===== src/rtl/e203_exu_longp_rob.sv =====
// e203_exu_longp_rob: per-itag result buffer releasing long-pipe results in OITF retirement order
module e203_exu_longp_rob #(
  parameter int ITAG_W = 1,
  parameter int XLEN   = 32
) (
  input  logic              clk,
  input  logic              rst_n,
  input  logic              lsu_i_valid,
  output logic              lsu_i_ready,
  input  logic [ITAG_W-1:0] lsu_i_itag,
  input  logic [XLEN-1:0]   lsu_i_wdat,
  input  logic              lsu_i_err,
  input  logic              nice_i_valid,
  output logic              nice_i_ready,
  input  logic [ITAG_W-1:0] nice_i_itag,
  input  logic [XLEN-1:0]   nice_i_wdat,
  input  logic              nice_i_err,
  input  logic              oitf_empty,
  input  logic [ITAG_W-1:0] oitf_ret_ptr,
  input  logic              flush,
  output logic              wbck_o_valid,
  input  logic              wbck_o_ready,
  output logic [ITAG_W-1:0] wbck_o_itag,
  output logic [XLEN-1:0]   wbck_o_wdat,
  output logic              wbck_o_err,
  output logic              wbck_o_src,
  output logic [ITAG_W:0]   occ_cnt
);
  localparam int DEPTH = 1 << ITAG_W;
  localparam int CW    = ITAG_W + 1;
  logic [DEPTH-1:0] vld, vld_nxt, err, src;
  logic [XLEN-1:0]  wdat [DEPTH];
  logic             lsu_acc, nice_acc, wb_hsk;
  assign lsu_i_ready  = ~flush & ~vld[lsu_i_itag];
  assign nice_i_ready = ~flush & ~vld[nice_i_itag] & ~(lsu_i_valid & (lsu_i_itag == nice_i_itag));
  assign lsu_acc      = lsu_i_valid & lsu_i_ready;
  assign nice_acc     = nice_i_valid & nice_i_ready;
  assign wbck_o_valid = ~oitf_empty & ~flush & vld[oitf_ret_ptr];
  assign wb_hsk       = wbck_o_valid & wbck_o_ready;
  assign wbck_o_itag  = oitf_ret_ptr;
  assign wbck_o_wdat  = wdat[oitf_ret_ptr];
  assign wbck_o_err   = err[oitf_ret_ptr];
  assign wbck_o_src   = src[oitf_ret_ptr];
  // accepts only target empty slots and drains only full ones, so the updates never collide
  always_comb begin
    vld_nxt = vld;
    if (wb_hsk) vld_nxt[oitf_ret_ptr] = 1'b0;
    if (lsu_acc) vld_nxt[lsu_i_itag] = 1'b1;
    if (nice_acc) vld_nxt[nice_i_itag] = 1'b1;
  end
  always_ff @(posedge clk) begin
    if (!rst_n || flush) begin
      vld     <= '0;
      occ_cnt <= '0;
    end else begin
      vld     <= vld_nxt;
      occ_cnt <= occ_cnt + CW'(lsu_acc) + CW'(nice_acc) - CW'(wb_hsk);
    end
  end
  always_ff @(posedge clk) begin
    if (lsu_acc) begin
      wdat[lsu_i_itag] <= lsu_i_wdat;
      err[lsu_i_itag]  <= lsu_i_err;
      src[lsu_i_itag]  <= 1'b0;
    end
    if (nice_acc) begin
      wdat[nice_i_itag] <= nice_i_wdat;
      err[nice_i_itag]  <= nice_i_err;
      src[nice_i_itag]  <= 1'b1;
    end
  end
  always_ff @(posedge clk) begin
    if (rst_n) assert (32'(occ_cnt) == $countones(vld));
  end
endmodule


===== config.mk =====
export PLATFORM = sky130hd
export DESIGN_NAME = e203_exu_longp_rob
export DESIGN_NICKNAME = d
export VERILOG_FILES = /design/src/rtl/e203_exu_longp_rob.sv
export SDC_FILE = /design/constraint.sdc
export NUM_CORES = 1
export LEC_CHECK = 0
export CAP_MARGIN = 10
export CELL_PAD_IN_SITES_DETAIL_PLACEMENT = 1
export CELL_PAD_IN_SITES_GLOBAL_PLACEMENT = 2
export CORE_ASPECT_RATIO = 0.5
export CORE_MARGIN = 5
export CORE_UTILIZATION = 32
export DETAILED_ROUTE_END_ITERATION = 10
export GPL_ROUTABILITY_DRIVEN = 0
export PLACE_DENSITY = 0.85
export SLEW_MARGIN = 15
export SYNTH_ARGS = -nofsm -noshare
export SYNTH_HDL_FRONTEND = slang
export SYNTH_SLANG_ARGS = --single-unit

===== constraint.sdc =====
create_clock -name clk -period 3.27 [get_ports clk]
set_input_delay 0.4905 -clock clk [delete_from_list [all_inputs] [get_ports clk]]
set_output_delay 0.4905 -clock clk [all_outputs]
set_load 0.05 [all_outputs]

After elaboration in Yosys (flattened, before gate mapping). Memories as Yosys holds them, arrays and structs flattened. Cells that the tools add are included.

Flip-flop bits (word level): 8. Bits in writable memories: 64. Input port bits: 76. Output and inout bits: 40. Logic and storage cells: 70. Memories kept: 1.

Add/subtract/negate cells: 3. Magnitude comparators: 6. Equal/unequal tests: 1. Multiplexer cells: 29. Bitwise gates (word level): 21. Reductions and logical operators: 5.

Memory list: wdat (words 2, bits a word 32, read ports 1, clocked after Yosys merged registers in 0, write ports 2, line 32) `logic [XLEN-1:0] wdat [DEPTH];`.

Operators by type and width (number): 1-bit two-way mux (17); 2-bit two-way mux (7); 1-bit bitwise AND (9); 1-bit by 2-bit < comparator with 1-bit output (second input constant) (3); 2-bit bitwise OR (3); 1-bit inverter (5); 2-bit by 1-bit adder with 2-bit output (2); 2-bit bitwise AND (2); 2-bit bitwise mux (2); 2-bit inverter (2); 1-bit demux with 1-bit select (3); 1-bit greater-or-equal comparator (second input constant) (3); 1-bit logical AND (3); 2-bit by 1-bit subtractor with 2-bit output (1); 1-bit equality test (1); 1-bit logical NOT (1); 1-bit logical OR (1).

Logic depth before layout (Yosys ltp). Gate-level depths: netlist (run 1).

Depth after elaboration: 11. Mapped depth: 9. Depth with buffers taken out: 8.

Worst setup path before layout (run 1). No wires, ideal clock.

Path kind: input to register. Start: input oitf_ret_ptr. End: register occ_cnt[1]. Setup time: 0.115 ns. Data arrival time: 3.208 ns. Required time: 3.155 ns. Path slack: -0.053 ns. Stages on the path: 9. Path buffers: 1. Path through: clkbuf_1 mux2i_1 nor3_1 and2_1 ha_1 fa_1 xnor2_1 xnor2_1 nor2_1.

Word-level cells in the longest chain between the ends: 5.

Ends and longest elaborated chain: start, declared (line 19) `input logic [ITAG_W-1:0] oitf_ret_ptr,`; 1-bit two-way mux (implied by the code) (2 in series) (line 38) `assign wbck_o_valid = ~oitf_empty & ~flush & vld[oitf_ret_ptr];`; 1-bit bitwise AND (line 38); named net wbck_o_valid (line 21) `output logic wbck_o_valid,`; 1-bit bitwise AND (line 39) `assign wb_hsk = wbck_o_valid & wbck_o_ready;`; 2-bit by 1-bit subtractor with 2-bit output (line 57) `occ_cnt <= occ_cnt + CW'(lsu_acc) + CW'(nice_acc) - CW'(wb_hsk);`; end signal, assigned (line 57); end, declared (line 27) `output logic [ITAG_W:0] occ_cnt`.

The timed path passes the listed nets, and every way through them passes these cells. The select of a mux whose other input is x is not followed. A chain may end at the register's enable or synchronous reset.

Worst setup path in the final report (run 1).
Start: input flush. End: output lsu_i_ready.

Word-level cells in the longest chain between the ends: 2.

Ends and longest elaborated chain: start, declared (line 20) `input logic flush,`; 1-bit inverter (line 34) `assign lsu_i_ready = ~flush & ~vld[lsu_i_itag];`; 1-bit bitwise AND (line 34); end, declared (line 9) `output logic lsu_i_ready,`.

Every way passes these cells.

==> reports/results.tsv, run 1 <==
stage	metric	value	unit
layout	area of the multi-input gates	0.00149	mm2
die	die extent in x	162	um
clock_network	post-CTS sizing	0	
global_routing	GRT Residual Overflow	0	
timing	final setup violation count	0	
global_routing	vias in the first global route	2794	
worst_setup_path	Critical Path AT	2.27	ns
timing	post-layout min period	2.76	ns
die	I/O Pins	116	
logic_synthesis	largest family of logic cells by synthesized area	multiplexers	
layout	layout net count	425	
worst_setup_path	Crit Path Max Fanout	9	
clock_network	Clock transition at path regs	0.05	ns
die	Die ar.	0.0139	mm2
global_routing	initial antenna violation count	0	
power_and_ir_drop	Static Leak	1.95	nW
timing	final worst path period share	84.3	%
layout	synthesis-to-finish area growth	42.4	%
clock_network	Setup Buffers After CTS	0	
worst_setup_path	slowest CP cell	clkdlybuf4s50_1	
logic_synthesis	post-synthesis sequential area ratio	56.4	%
global_routing	first-pass GRT wire length	14600	um
worst_hold_path	min-delay src	src[0]$_DFF_P_	
worst_setup_path	r2r endpoint	occ_cnt[1]$_SDFF_PP0_	
logic_synthesis	synth top area cells	edfxtp_1 52%, mux2_2 23%, mux2_4 11%	
timing	Slew @ Worst Pin	0.526	ns
logic_synthesis	Synth area leader	edfxtp_1	
timing	final-report max-slew violation count	0	
clock_network	H-tree levels	3	
run_status	outcome	finished, final reports clean	
clock_network	Clock Latency Late Sink	0.33	ns
worst_setup_path	Worst Reg2Reg Path Length in Cells	8	
logic_synthesis	post-synthesis mux area share	34.2	%
worst_setup_path	endpoint type of the worst setup path	output pin	
logic_synthesis	top-count cell post-synth	mux2_2	
layout	share of cells above drive strength 1	36.1	%
place	IO buf count	115	
logic_synthesis	synthesized area	0.00369	mm2
timing	Worst slew margin	64.8	%
worst_setup_path	slowest stage delay, CP	0.87	ns
logic_synthesis	post-synth cell types	31	
timing	Fmax	363	MHz
timing	Fin. Hold Viols	0	
worst_setup_path	most used cell, CP	clkdlybuf4s50_1	
die	Die Ht	85.9	um
clock_network	clk buf depth	2	
drt	number of remaining DRC errors	0	
worst_setup_path	crit path kind	in2out	
worst_setup_path	Reg2Reg Setup Slack	1.22	ns
logic_synthesis	cell count after synthesis	226	
logic_synthesis	synth cell count leaders	75 x mux2_2, 64 x edfxtp_1, 27 x mux2_4	
drt	Via Count	2344	
die	Cell Rows	27	
layout	fillers	1106	
die	total core area	0.0111	mm2
worst_hold_path	WHS Endpoint	src[0]$_DFF_P_	
worst_setup_path	r2r startpoint	vld[0]$_SDFF_PP0_	
clock_network	Hold Buf Count CTS	0	
logic_synthesis	Synthesized Nets	304	
drt	initial DRC count	116	
logic_synthesis	adder and majority gate portion of the synthesized area	0.882	%
timing	RSZ-0062 raised after global routing	no	
power_and_ir_drop	Pwr per Cell Area	473	mW/mm2
job	Max Cap Violations	0	
logic_synthesis	Primary FF master, synth	edfxtp_1	
worst_setup_path	cells along the critical path	clkdlybuf4s50_1 -> a211oi_1 -> clkdlybuf4s50_1	
worst_hold_path	worst min path class	reg2reg	
global_routing	GRT Total Usage	13.6	%
logic_synthesis	Synth Area in Simple Gates	3.29	%
worst_hold_path	WHS Path Cells	2	
clock_network	Root Buffer	clkbuf_16	
logic_synthesis	Synth Warn #	0	
logic_synthesis	Async S/R FF share, synth	0	%
drt	TritonRoute pass-1 iters	4	
worst_setup_path	WP data required	2.78	ns
logic_synthesis	top cell type's share of synthesized area	52.1	%
drt	WL/cell	18.4	um
clock_network	CTS sink count	72	
global_routing	largest net degree at the start of global routing	39	
timing	setup TNS	0	ns
clock_network	CTS Buf Count	9	
logic_synthesis	xor-xnor portion of the synthesized cell area	0.475	%
clock_network	CTS tree	done	
worst_setup_path	critical path startpoint category	input port	
die	Initial Util	33.2	%
drt	Final ANT Viol Nets	0	
timing	Post-Route Skew	0.00571	ns
drt	drt total wl	9170	um
logic_synthesis	Mapped Avg Cell Area	16.3	um2
logic_synthesis	Yosys reg bits	72	
layout	ant diodes	0	
layout	storage element area	0.00208	mm2
place	post-DP HPWL	6770	um
power_and_ir_drop	Pwr Total	2.49	mW
drt	Vias/cell	4.72	
logic_synthesis	number of synthesized flops with an enable pin	64	
power_and_ir_drop	Max VDD drop	0.249	mV
logic_synthesis	Compound-Gate Fraction of Synth Area	1.32	%
-- final cells by class --
class | count | area share, %
timing repair buffer | 123 | 23.4
clock inverter | 4 | 0.405
clock buffer | 12 | 4.50
tap | 145 | 3.45
sequential | 72 | 39.6
inverter | 4 | 0.286
multi-input combinational | 137 | 28.3
-- layer usage --
metal	up-vias	global-route usage [%]	wire [um]
li1	1105	-	-
met1	1181	14.8	3690
met2	44	26.0	5070
met3	14	3.36	275
met4	0	4.53	136
met5	-	0	0
-- through the flow --
| step | hold slack, ns | std cells | utilization, % | cell area (um2) | setup slack, ns |
|---|---|---|---|---|---|
| 2_1_floorplan | 0.418 | 226 | - | 3690 | 0.0887 |
| 3_3_place_gp | 0.427 | 481 | 44.9 | 4990 | 0.521 |
| 3_5_place_dp | 0.449 | 481 | 44.9 | 4990 | 0.485 |
| 4_1_cts | 0.456 | 497 | 47.2 | 5250 | 0.505 |
| 5_1_grt | 0.479 | 497 | 47.2 | 5250 | 0.392 |
| 6_report | 0.451 | 497 | 47.2 | 5250 | 0.512 |
-- how the worst max path moves through the flow --
stage	startpoint	to	slack, ns	depth (start not counted)
2_1_floorplan	flush	occ_cnt[1]$_SDFF_PP0_	0.09	8
5_1_grt	flush	lsu_i_ready	0.39	3
4_1_cts	flush	lsu_i_ready	0.50	3
3_5_place_dp	flush	wdat[0][19]$_DFFE_PP_	0.48	6
6_report	flush	lsu_i_ready	0.51	3
3_3_place_gp	flush	lsu_i_ready	0.52	3
-- state kept, by name (all words and copies together) (netlist names) --
signal	cells
err	2
vld	2
occ_cnt	2
wdat	64
src	2
-- kinds of logic after synthesis --
logic type | count (synthesis)
AND/OR/NAND/NOR | 22
buffers and inverters | 17
AO/OA/AOI/OAI | 8
flip-flops | 72
adder cells (fa/ha/maj) | 2
multiplexers | 103
XOR/XNOR | 2
-- worst max-delay path, delay by kind of cell --
family / cells / cell delay, ns
buffers and inverters: 2 / 1.42
AO/OA/AOI/OAI: 1 / 0.35
-- layout by cell type, fill, tap and decap left out, drive strengths merged --
cell	Yosys	final
dfxtp	8	8
ha	1	1
clkinv	0	3
nor3	1	1
mux2i	1	1
mux2	102	102
nand4bb	1	1
o21ai	2	2
inv	4	4
edfxtp	64	64
or4b	1	1
clkbuf	4	12
nand4	1	1
or3b	1	1
clkdlybuf4s50	0	113
nand2	9	9
or4	1	1
nand2b	1	1
a211oi	1	1
buf	9	10
or3	1	1
and2	1	1
fa	1	1
a31oi	2	2
a21oi	2	2
nor2b	2	2
clkinvlp	0	1
nor2	2	2
xnor2	2	2
a211o	1	1
-- where the power goes --
part / switching (mW) / internal [mW] / total (mW)
combinational: 0.277 / 0.263 / 0.540
clock: 0.352 / 0.508 / 0.860
sequential: 0.0159 / 1.07 / 1.09
total: 0.644 / 1.84 / 2.49
(Power assumes the default switching activity.)
==> run 2: changes to the inputs <==
- clock period: 3.27 -> 2.64 ns (I/O delays scaled with it)
==> reports/results.tsv, run 2 (synthesized netlist as in run 1, its figures left out) <==
stage	metric	value	unit
run_status	outcome	finished, final reports clean	
worst_setup_path	worst path bufs/invs	1	
clock_network	clk buf depth	2	
drt	WL/cell	19.2	um
power_and_ir_drop	internal power	2.28	mW
power_and_ir_drop	P_sw	0.827	mW
die	I/O Pins	116	
drt	number of remaining DRC errors	0	
clock_network	CTS tree	done	
layout	leading cell type in the layout, fill and taps excluded	clkdlybuf4s50_1	
worst_hold_path	worst min path class	reg2reg	
clock_network	Clock Latency Late Sink	0.33	ns
timing	final worst path period share	86.6	%
layout	share of cells above drive strength 1	48.0	%
timing	Fmax	437	MHz
power_and_ir_drop	Sequential Power Share	43.3	%
drt	initial DRC count	76	
timing	setup TNS	0	ns
worst_setup_path	cells along the critical path	clkdlybuf4s50_1 -> nor2b_1 -> or3_1 -> a211o_1 -> fa_1 -> xnor2_1 -> xnor2_1 -> nor2_1	
layout	fin cells	501	
layout	Biggest register	wdat	
worst_setup_path	most used cell, CP	xnor2_1	
global_routing	GRT Residual Overflow	0	
die	Cell Rows	27	
drt	Final ANT Viol Nets	0	
timing	RSZ-0062 raised after global routing	no	
timing	Fin Hold WS	0.443	ns
global_routing	GRT Total Usage	13.9	%
die	total core area	0.0111	mm2
global_routing	initial antenna violation count	0	
die	Die Ht	85.9	um
worst_setup_path	crit path kind	in2reg	
timing	Slew @ Worst Pin	0.531	ns
worst_hold_path	WHS Path Cells	2	
layout	fillers	1118	
place	placed cell count	485	
global_routing	first-pass GRT wire length	14900	um
layout	synthesis-to-finish area growth	42.2	%
global_routing	vias in the first global route	2770	
layout	storage element area	0.00208	mm2
drt	Vias/cell	4.68	
worst_setup_path	slowest CP cell	clkdlybuf4s50_1	
clock_network	Root Buffer	clkbuf_16	
global_routing	largest net degree at the start of global routing	38	
drt	TritonRoute pass-1 iters	4	
timing	Fin. Hold Viols	0	
power_and_ir_drop	sw frac	26.6	%
die	Die ar.	0.0139	mm2
place	post-DP HPWL	6960	um
power_and_ir_drop	combinational share of power	21.6	%
worst_setup_path	Worst Reg2Reg Path Length in Cells	8	
layout	layout net count	429	
worst_setup_path	Critical Path AT	2.50	ns
worst_setup_path	Crit Path Max Fanout	4	
layout	ant diodes	0	
power_and_ir_drop	Static Leak	2.02	nW
drt	drt total wl	9610	um
clock_network	CTS sink count	72	
clock_network	Setup Buffers After CTS	0	
worst_setup_path	slowest stage delay, CP	0.56	ns
place	IO buf count	115	
worst_setup_path	endpoint type of the worst setup path	flip-flop	
layout	most frequent cells in the layout	76 x clkdlybuf4s50_1, 75 x mux2_2, 64 x edfxtp_1	
worst_setup_path	critical path startpoint category	input port	
layout	post-route cell area	0.00525	mm2
die	die extent in x	162	um
die	Initial Util	33.2	%
power_and_ir_drop	Pwr Total	3.10	mW
clock_network	post-CTS sizing	0	
power_and_ir_drop	Pwr per Cell Area	591	mW/mm2
timing	Post-Route Skew	0.00463	ns
place	Area after DPL	0.00498	mm2
clock_network	Clock transition at path regs	0.06	ns
power_and_ir_drop	Max VDD drop	0.282	mV
timing	final-report max-slew violation count	0	
layout	Largest register FFs	64	
timing	final setup violation count	0	
timing	post-layout min period	2.29	ns
worst_setup_path	WP data required	2.86	ns
clock_network	H-tree levels	3	
layout	area of the multi-input gates	0.00150	mm2
clock_network	CTS Buf Count	9	
job	Max Cap Violations	0	
timing	Worst slew margin	64.6	%
clock_network	Hold Buf Count CTS	0	
drt	Via Count	2347	
worst_setup_path	critical path depth	8	
worst_setup_path	delay-heaviest family, CP	buffers and inverters	
power_and_ir_drop	clock power share	35.1	%
-- run 2: per-layer routing --
metal,GRT usage (%),part of all wire (%),up-vias
li1,-,-,1116
met5,0,0,-
met1,14.3,39,1184
met4,4.07,1.4,0
met3,3.79,2.8,12
met2,27.7,57,35
-- run 2: area by class of cell --
| class | instances | area share (%) |
|---|---|---|
| well taps | 145 | 3.46 |
| clock buffers | 11 | 4.44 |
| inverters | 4 | 0.286 |
| repair buffers | 127 | 22.9 |
| multi-input cells | 137 | 28.5 |
| clock inverters | 5 | 0.644 |
| flip-flops and latches | 72 | 39.7 |
-- run 2: stage by stage --
stage | utilization [%] | setup slack, ns
after CTS | 47.2 | 0.357
after floorplan | - | 0.0636
after detailed placement | 44.8 | 0.0151
final | 47.2 | 0.353
after global routing | 47.2 | 0.253
after global placement | 44.8 | 0.0671
-- run 2: worst paths after layout --
| check | start | to | slack (ns) |
|---|---|---|---|
| setup / recovery | lsu_i_itag | occ_cnt[1]$_SDFF_PP0_ | 0.35 |
| hold / removal | src[0]$_DFF_P_ | src[0]$_DFF_P_ | 0.44 |
| setup reg to reg | vld[1]$_SDFF_PP0_ | occ_cnt[1]$_SDFF_PP0_ | 0.65 |
| hold reg to reg | src[0]$_DFF_P_ | src[0]$_DFF_P_ | 0.44 |
-- run 2: worst reg2reg max path: cells and delay by family (launching register included) --
family / cells / cell delay [ns]
DFF: 1 / 0.36
xor gates and xnor gates: 2 / 0.32
adders and majority gates: 2 / 0.66
muxes: 1 / 0.25
and+or+nand+nor: 3 / 0.28
-- run 2: power by group through the flow --
| stage | sequential [mW] | combinational [mW] | clock (mW) |
|---|---|---|---|
| floorplan | 1.37 | 0.398 | 0 |
| global placement | 1.36 | 0.656 | 0 |
| detailed placement | 1.37 | 0.674 | 0 |
| CTS | 1.35 | 0.680 | 1.11 |
| global route | 1.35 | 0.706 | 1.16 |
| finish | 1.34 | 0.670 | 1.09 |
